<file path="src/rtl/adc_spi_rx.sv">
// Periodic ADC conversion controller: pulses CNV, waits for BUSY to fall, then
// reads DATA_WIDTH bits MSB first over SPI and strobes the raw sample out.
module adc_spi_rx #(
  parameter int unsigned CONV_PERIOD  = 200,
  parameter int unsigned CNV_HIGH     = 6,
  parameter int unsigned CLK_DIV      = 2,
  parameter int unsigned BUSY_TIMEOUT = 100,
  parameter int unsigned DATA_WIDTH   = 24
) (
  input  logic                  i_clk,
  input  logic                  i_rst,
  input  logic                  i_en,
  input  logic                  i_clr_err,
  output logic                  o_adc_cnv,
  input  logic                  i_adc_busy,
  output logic                  o_adc_sck,
  input  logic                  i_adc_sdo,
  output logic [DATA_WIDTH-1:0] o_adc_data,
  output logic                  o_adc_valid,
  output logic                  o_busy_timeout,
  output logic                  o_overrun
);

  localparam int unsigned PW = $clog2(CONV_PERIOD);
  localparam int unsigned SW = $clog2((CNV_HIGH > BUSY_TIMEOUT ? CNV_HIGH : BUSY_TIMEOUT) + 1);
  localparam int unsigned DW = $clog2(CLK_DIV) + 1;
  localparam int unsigned BW = $clog2(DATA_WIDTH) + 1;

  typedef enum logic [2:0] {
    S_IDLE,
    S_CNV,
    S_WAIT_BUSY,
    S_READ,
    S_DONE
  } state_t;

  state_t                state, state_n;
  logic [1:0]            busy_sync;
  logic                  busy_s;
  logic [PW-1:0]         per_cnt;
  logic [SW-1:0]         st_cnt;
  logic [DW-1:0]         div_cnt;
  logic [BW-1:0]         bit_cnt;
  logic [DATA_WIDTH-1:0] shreg, shreg_n;
  logic                  tick, div_wrap, bit_fall, last_fall, timeout_hit, sck_n;

  assign busy_s = busy_sync[1];

  always_comb begin
    tick        = (per_cnt == '0) && i_en;
    div_wrap    = (div_cnt == DW'(CLK_DIV - 1));
    bit_fall    = (state == S_READ) && div_wrap && o_adc_sck;
    last_fall   = bit_fall && (bit_cnt == BW'(DATA_WIDTH - 1));
    timeout_hit = 1'b0;
    shreg_n     = shreg;
    state_n     = state;
    case (state)
      S_IDLE:      if (tick) state_n = S_CNV;
      S_CNV:       if (st_cnt == SW'(CNV_HIGH - 1)) state_n = S_WAIT_BUSY;
      S_WAIT_BUSY: begin
        // the first two cycles still reflect pre-conversion BUSY through the synchroniser
        if (st_cnt >= SW'(2) && !busy_s) begin
          state_n = S_READ;
        end else if (st_cnt == SW'(BUSY_TIMEOUT - 1)) begin
          state_n     = S_IDLE;
          timeout_hit = i_en;
        end
      end
      S_READ:      if (last_fall) state_n = S_DONE;
      S_DONE:      state_n = S_IDLE;
      default:     state_n = S_IDLE;
    endcase
    if (!i_en) state_n = S_IDLE;
    if (bit_fall) shreg_n = {shreg[DATA_WIDTH-2:0], i_adc_sdo};
    sck_n = 1'b0;
    if (state == S_READ && state_n == S_READ) sck_n = div_wrap ? ~o_adc_sck : o_adc_sck;
  end

  always_ff @(posedge i_clk or negedge i_rst) begin
    if (!i_rst) begin
      state          <= S_IDLE;
      busy_sync      <= '0;
      per_cnt        <= '0;
      st_cnt         <= '0;
      div_cnt        <= '0;
      bit_cnt        <= '0;
      shreg          <= '0;
      o_adc_cnv      <= 1'b0;
      o_adc_sck      <= 1'b0;
      o_adc_data     <= '0;
      o_adc_valid    <= 1'b0;
      o_busy_timeout <= 1'b0;
      o_overrun      <= 1'b0;
    end else begin
      state     <= state_n;
      busy_sync <= {busy_sync[0], i_adc_busy};
      if (!i_en || per_cnt == PW'(CONV_PERIOD - 1)) per_cnt <= '0;
      else                                          per_cnt <= per_cnt + 1'b1;
      if ((state == S_CNV || state == S_WAIT_BUSY) && state_n == state) st_cnt <= st_cnt + 1'b1;
      else                                                              st_cnt <= '0;
      if (state == S_READ && !div_wrap) div_cnt <= div_cnt + 1'b1;
      else                              div_cnt <= '0;
      if (state != S_READ) bit_cnt <= '0;
      else if (bit_fall)   bit_cnt <= bit_cnt + 1'b1;
      shreg     <= shreg_n;
      o_adc_sck <= sck_n;
      o_adc_cnv <= (state_n == S_CNV);
      o_adc_valid <= (state == S_READ) && (state_n == S_DONE);
      if (state == S_READ && state_n == S_DONE) o_adc_data <= shreg_n;
      if (timeout_hit)    o_busy_timeout <= 1'b1;
      else if (i_clr_err) o_busy_timeout <= 1'b0;
      if (tick && state != S_IDLE) o_overrun <= 1'b1;
      else if (i_clr_err)          o_overrun <= 1'b0;
    end
  end

endmodule
</file>
<file path="config.mk">
export PLATFORM = sky130hd
export DESIGN_NAME = adc_spi_rx
export DESIGN_NICKNAME = d
export VERILOG_FILES = /design/src/rtl/adc_spi_rx.sv
export SDC_FILE = /design/constraint.sdc
export NUM_CORES = 1
export LEC_CHECK = 0
export ABC_AREA = 1
export CAP_MARGIN = 20
export CORE_UTILIZATION = 56
export DETAILED_ROUTE_END_ITERATION = 16
export GPL_ROUTABILITY_DRIVEN = 0
export PLACE_DENSITY = 0.78
export SLEW_MARGIN = 20
export SYNTH_ARGS = -nofsm -noshare
export SYNTH_HDL_FRONTEND = slang
export SYNTH_SLANG_ARGS = --single-unit
</file>
<file path="constraint.sdc">
create_clock -name i_clk -period 2.2 [get_ports i_clk]
set_input_delay 0.22 -clock i_clk [delete_from_list [all_inputs] [get_ports i_clk]]
set_output_delay 0.22 -clock i_clk [all_outputs]
set_load 0.01 [all_outputs]
</file>
**Word-level counts from Yosys, hierarchy flattened**

Index checks and enable logic that the tools add are counted.

- $add $sub $neg: 4
- Magnitude comparators: 1
- Equal/unequal tests: 14
- Multiplexer cells: 21
- Bitwise logic cells: 1
- Reductions and logical operators: 21

Operator list:

| operator | number |
|---|---|
| two-way mux 24 bit | 1 |
| two-way mux 3 bit | 6 |
| two-way mux 6 bit | 2 |
| case mux 3 bit (4 select lines) | 1 |
| logical AND 1 bit | 10 |
| equality test 3 x 2 -> 1 bit (second input constant) | 3 |
| adder 8 x 1 -> 8 bit (second input constant) | 1 |
| equality test 8 bit (second input constant) | 1 |
| zero test 8 bit | 1 |
| two-way mux 1 bit | 8 |
| two-way mux 8 bit | 1 |
| adder 7 x 1 -> 7 bit (second input constant) | 1 |
| equality test 7 x 3 -> 1 bit (second input constant) | 1 |
| equality test 7 bit (second input constant) | 1 |
| greater-or-equal comparator 7 x 2 -> 1 bit (second input constant) | 1 |
| two-way mux 7 bit | 1 |
| adder 6 x 1 -> 6 bit (second input constant) | 1 |
| equality test 3 x 1 -> 1 bit (second input constant) | 2 |
| equality test 6 x 5 -> 1 bit (second input constant) | 1 |
| nonzero test 2 bit | 3 |
| equality test 3 bit | 1 |
| equality test 3 bit (second input constant) | 1 |
| zero test 1 bit | 3 |
| zero test 3 bit | 1 |
| 8 further kinds | 9 |

- Bits in registers: 81
- Input port bits: 6

**Longest topological paths before layout**

- Depth in word-level cells: 10
- Mapped depth: 12
- Depth with buffers taken out: 12

**Least setup slack after synthesis**

No wires, ideal clock.

- Path type: reg-to-reg
- Start point: reg div_cnt[1]
- End point: reg st_cnt[0]
- Setup time: 125 ps
- Arrival time: 1455 ps
- Slack: 620 ps
- Stages on the path, launching flop included: 12
- Path buffers: 0
- Cell sequence: dfrtp_1 > inv_1 > ha_1 > nand2_1 > nor2_4 > nand2_1 > nand2_2 > nand2_1 > o21bai_2 > nand2_1 > nand2_2 > nor3_1

- Word-level cells in the longest chain between the ends: 10

Ends and longest elaborated chain:

| what | RTL line | RTL |
|---|---|---|
| start: declaration | 42 | `logic [DW-1:0] div_cnt;` |
| start signal: assignment | 101 | `if (state == S_READ && !div_wrap) div_cnt <= div_cnt + 1'b1;` |
| equality test 2 x 1 -> 1 bit | 51 | `div_wrap = (div_cnt == DW'(CLK_DIV - 1));` |
| logical AND 1 bit (2 in series) | 52 | `bit_fall = (state == S_READ) && div_wrap && o_adc_sck;` |
| logical AND 1 bit | 53 | `last_fall = bit_fall && (bit_cnt == BW'(DATA_WIDTH - 1));` |
| two-way mux 3 bit | 69 | `S_READ: if (last_fall) state_n = S_DONE;` |
| case mux 3 bit (4 select lines) | 57 | `case (state)` |
| two-way mux 3 bit | 73 | `if (!i_en) state_n = S_IDLE;` |
| equality test 3 bit | 99 | `if ((state == S_CNV \|\| state == S_WAIT_BUSY) && state_n == state) st_cnt <= st_cnt + 1'b1;` |
| logical AND 1 bit | 99 |  |
| two-way mux 7 bit | 99 |  |
| end signal: assignment | 99 |  |
| end: declaration | 41 | `logic [SW-1:0] st_cnt;` |

Every way passes these cells.
A chain may end at the register's enable or synchronous reset.

**Worst setup path in the final report**

- Start point: reg div_cnt[1]
- End point: reg st_cnt[5]

Same word-level chain as after synthesis.

==> impl_metrics.env <==
export IMPL_status="finished clean"
export IMPL_syn_avg_cell_area_um2=8.93
export IMPL_syn_to_final_growth_pct=16.6
export IMPL_worst_path_max_fanout=11
export IMPL_ff2ff_path_depth=11
export IMPL_hold_path_startpoint="i_adc_busy"
export IMPL_synth_edf_count=0
export IMPL_initial_core_util_pct=59.4
export IMPL_maxCapViolations=0
export IMPL_die_w_um=82.2
export IMPL_end_kind="flip-flop"
export IMPL_drcViolationCount=0
export IMPL_grt_max_degree=50
export IMPL_slowest_stage="dfrtp_1"
export IMPL_rows=28
export IMPL_drt_wl_total_mm=6.48
export IMPL_ff2ff_setup_slack_ns=0.21
export IMPL_path_delay_family="simple AND/OR/NAND/NOR gates"
export IMPL_die_area_um2=6750
export IMPL_cp_common_cell="nand2_1"
export IMPL_grt_pass1_vias=2680
export IMPL_synth_seq_cells=81
export IMPL_crit_required_ns=2.43
export IMPL_crit_buf_inv=1
export IMPL_crit_type="flip-flop to flip-flop"
export IMPL_ys_types=29
export IMPL_clk_pin_slew_ns=0.08
export IMPL_die_y_um=82.2
export IMPL_syn_area_um2=3600
export IMPL_yosys_warnings=0
export IMPL_core_area_um2=6060
export IMPL_period_share_pct=90.3
export IMPL_io_pins=35
export IMPL_tns_ns=0
export IMPL_arrival_ns=2.22
export IMPL_combPwrFrac_pct=4.6
export IMPL_synthArstFlopShare_pct=100
export IMPL_synth_flop_cell="dfrtp_1"
export IMPL_clock_sinks=81
export IMPL_syn_num_nets=416
export IMPL_cts_tree="yes"
export IMPL_drt_pass1_iterations=4
export IMPL_swShare_pct=23.5
export IMPL_p_switching_w=0.000608
export IMPL_io_buffers=34
export IMPL_worstPathCellList="inv_1 -> ha_1 -> nand2_1 -> nor2_4 -> nand2_1 -> nand2_2 -> nand2_1 -> o21bai_2 -> nand2_1 -> nand2_2 -> nor3_1"
export IMPL_tritoncts_num_buffers=9
export IMPL_nNetsFinal=457
export IMPL_slowest_delay_ns=0.37
export IMPL_critPathLaunchType="flip-flop"
export IMPL_antenna_left=0
export IMPL_n_fill_cell=472
export IMPL_tightestPinTransition_ns=0.429
export IMPL_cp_num_cells=11
export IMPL_final_area_um2=4200
export IMPL_finalSetupViolations=0
export IMPL_overflow=0
export IMPL_leakagePower_nw=2.09
export IMPL_dpl_instance_area_um2=4020
export IMPL_avgViaCountPerCell=5.01
export IMPL_wl_per_cell_um=12.4
export IMPL_peakVddDrop_uv=540
export IMPL_clock_latency_ns=0.35
export IMPL_drtIter0Drc=156
export IMPL_cts_path_max_buffers=2
export IMPL_maxClockFrequency_mhz=503
export IMPL_hpwl_mm=4.49
export IMPL_slew_headroom_pct=71.4
export IMPL_clkPwrFrac_pct=36.9
export IMPL_cts_root_buffer="clkbuf_8"
export IMPL_cts_resized_gates=0
export IMPL_layout_area_seq_um2=2030
export IMPL_rr_endpoint="st_cnt[5]$_DFF_PN0_"
export IMPL_min_path_type="input pin to flip-flop"
export IMPL_grt_pass1_wl_mm=11.4
export IMPL_grt_usage_pct=22.9
export IMPL_cp_endpoint="st_cnt[5]$_DFF_PN0_"
export IMPL_maxSlewViolCount=0
export IMPL_period_needed_ns=1.99
export IMPL_dr_total_vias=2626
export IMPL_r2r_start="div_cnt[1]$_DFF_PN0_"
export IMPL_powerDensity_nw_per_um2=617
export IMPL_hold_violations=0
export IMPL_antennaDiodeCount=0
export IMPL_p_int_w=0.00198
export IMPL_p_seq_share_pct=58.4
export IMPL_multi_input_area_um2=1270
export IMPL_rsz0062_at_grt="false"
export IMPL_yosysSeqAreaShare_pct=56.3
export IMPL_drive_gt1_share_pct=7.80
export IMPL_syn_instance_count=403
export IMPL_startpoint="div_cnt[1]$_DFF_PN0_"
export IMPL_antenna_found_initial=0
export IMPL_htree_levels=3
export IMPL_clock_skew_ns=0.00884
==> cell type report <==
class	instances	area share, %
Clock buffer	11	3.37
Clock inverter	5	0.745
Inverter	63	5.63
Multi-Input combinational cell	249	30.3
Sequential cell	81	48.3
Tap cell	75	2.24
Timing Repair Buffer	40	9.48
==> what timing repair did <==
| action | 4_1_cts | 5_1_grt |
|---|---|---|
| setup endpoints to repair | 0 | 0 |
| endpoints found under the hold margin | 32 | 0 |
| hold buffers | 1 | 0 |
| buffers inserted | 0 | 0 |
==> sequential cells by signal, indices dropped and copies added, names as in the netlist <==
| register | flops |
|---|---|
| bit_cnt | 6 |
| busy_sync | 2 |
| div_cnt | 2 |
| o_adc_cnv | 1 |
| o_adc_data | 24 |
| o_adc_sck | 1 |
| o_adc_valid | 1 |
| o_busy_timeout | 1 |
| o_overrun | 1 |
| per_cnt | 8 |
| shreg | 24 |
| st_cnt | 7 |
| state | 3 |
==> cell usage in the layout, fill, tap and decap left out, types with 2 or more instances in the layout <==
master,instances
clkbuf_8,10
o21a_1,2
dfrtp_1,81
nor2_1,19
nor3_2,2
o21ai_1,4
nor3_1,21
clkinv_2,3
nand2_2,3
nand2_1,102
nor3b_1,2
nand3_1,16
and2_1,22
inv_1,62
ha_1,7
clkdlybuf4s50_1,33
xor2_1,3
buf_4,5
nand3_2,4
xnor2_1,2
a21oi_1,6
o21ai_0,27
==> metrics by stage <==
stage               instances  hold slack [ns]  setup WS (ns)  power (W)  utilization, %
finish                    524            0.309          0.213    0.00259            69.3
global route              524            0.302         0.0511    0.00269            69.3
CTS                       524            0.295          0.218    0.00262            69.3
detailed placement        507            0.197          0.248    0.00166            66.2
global placement          507            0.190          0.385    0.00166            66.2
floorplan                 403          -0.0756          0.620    0.00160               -
==> cell families after synthesis <==
| kind of cell | share of synthesized area (%) |
|---|---|
| adder cells (fa/ha/maj) | 2.43 |
| AO/OA/AOI/OAI | 6.47 |
| flip-flops | 56.3 |
| buffers and inverters | 8.41 |
| AND/OR/NAND/NOR | 25.2 |
| XOR/XNOR | 1.22 |
==> routing by layer <==
metal / vias to the layer above / wire [um] / global-route usage [%]
met5: - / 0 / 0
li1: 1330 / - / -
met4: 0 / 160 / 13.2
met1: 1237 / 3110 / 30.1
met2: 45 / 3040 / 36.0
met3: 14 / 174 / 3.63
==> how the worst min path moves through the flow <==
stage	endpoint	slack, ns	cells past startpoint
2_1_floorplan	bit_cnt[0]$_DFFE_PN0P_	-0.08	0
3_3_place_gp	per_cnt[7]$_DFF_PN0_	0.19	1
3_5_place_dp	per_cnt[5]$_DFF_PN0_	0.20	1
4_1_cts	busy_sync[0]$_DFF_PN0_	0.29	1
5_1_grt	busy_sync[0]$_DFF_PN0_	0.30	1
6_report	busy_sync[0]$_DFF_PN0_	0.31	1
==> power groups by stage <==
stage / sequential (W) / combinational, W / clock (W)
after floorplan: 0.00154 / 0.0000533 / 0
after detailed placement: 0.00154 / 0.000122 / 0
after global placement: 0.00154 / 0.000118 / 0
final: 0.00151 / 0.000120 / 0.000956
after CTS: 0.00151 / 0.000123 / 0.000987
after global routing: 0.00152 / 0.000140 / 0.00104
==> worst register-to-register path: cells and delay by family, from the launching register on <==
kind,cells,cell delay (ns)
adders and majority gates,1,0.22
AOI/OAI and AO/OA,1,0.17
DFF,1,0.37
and+or+nand+nor,8,1.05
buffers and inverters,1,0.06
==> cell usage after synthesis, drive strengths merged, types with 2 or more instances <==
library cell	instances	area (um^2)
o21ai	31	155
nand3	21	138
nor3	23	125
clkbuf	2	7.51
o21a	2	15.0
xor2	3	26.3
ha	7	87.6
o21bai	2	18.8
nor2	20	82.6
nor3b	2	15.0
nand2	105	402
inv	63	236
a21oi	6	30.0
buf	8	58.8
xnor2	2	17.5
dfrtp	81	2030
and2	22	138
No activity file was read; power rests on OpenSTA's default activity.
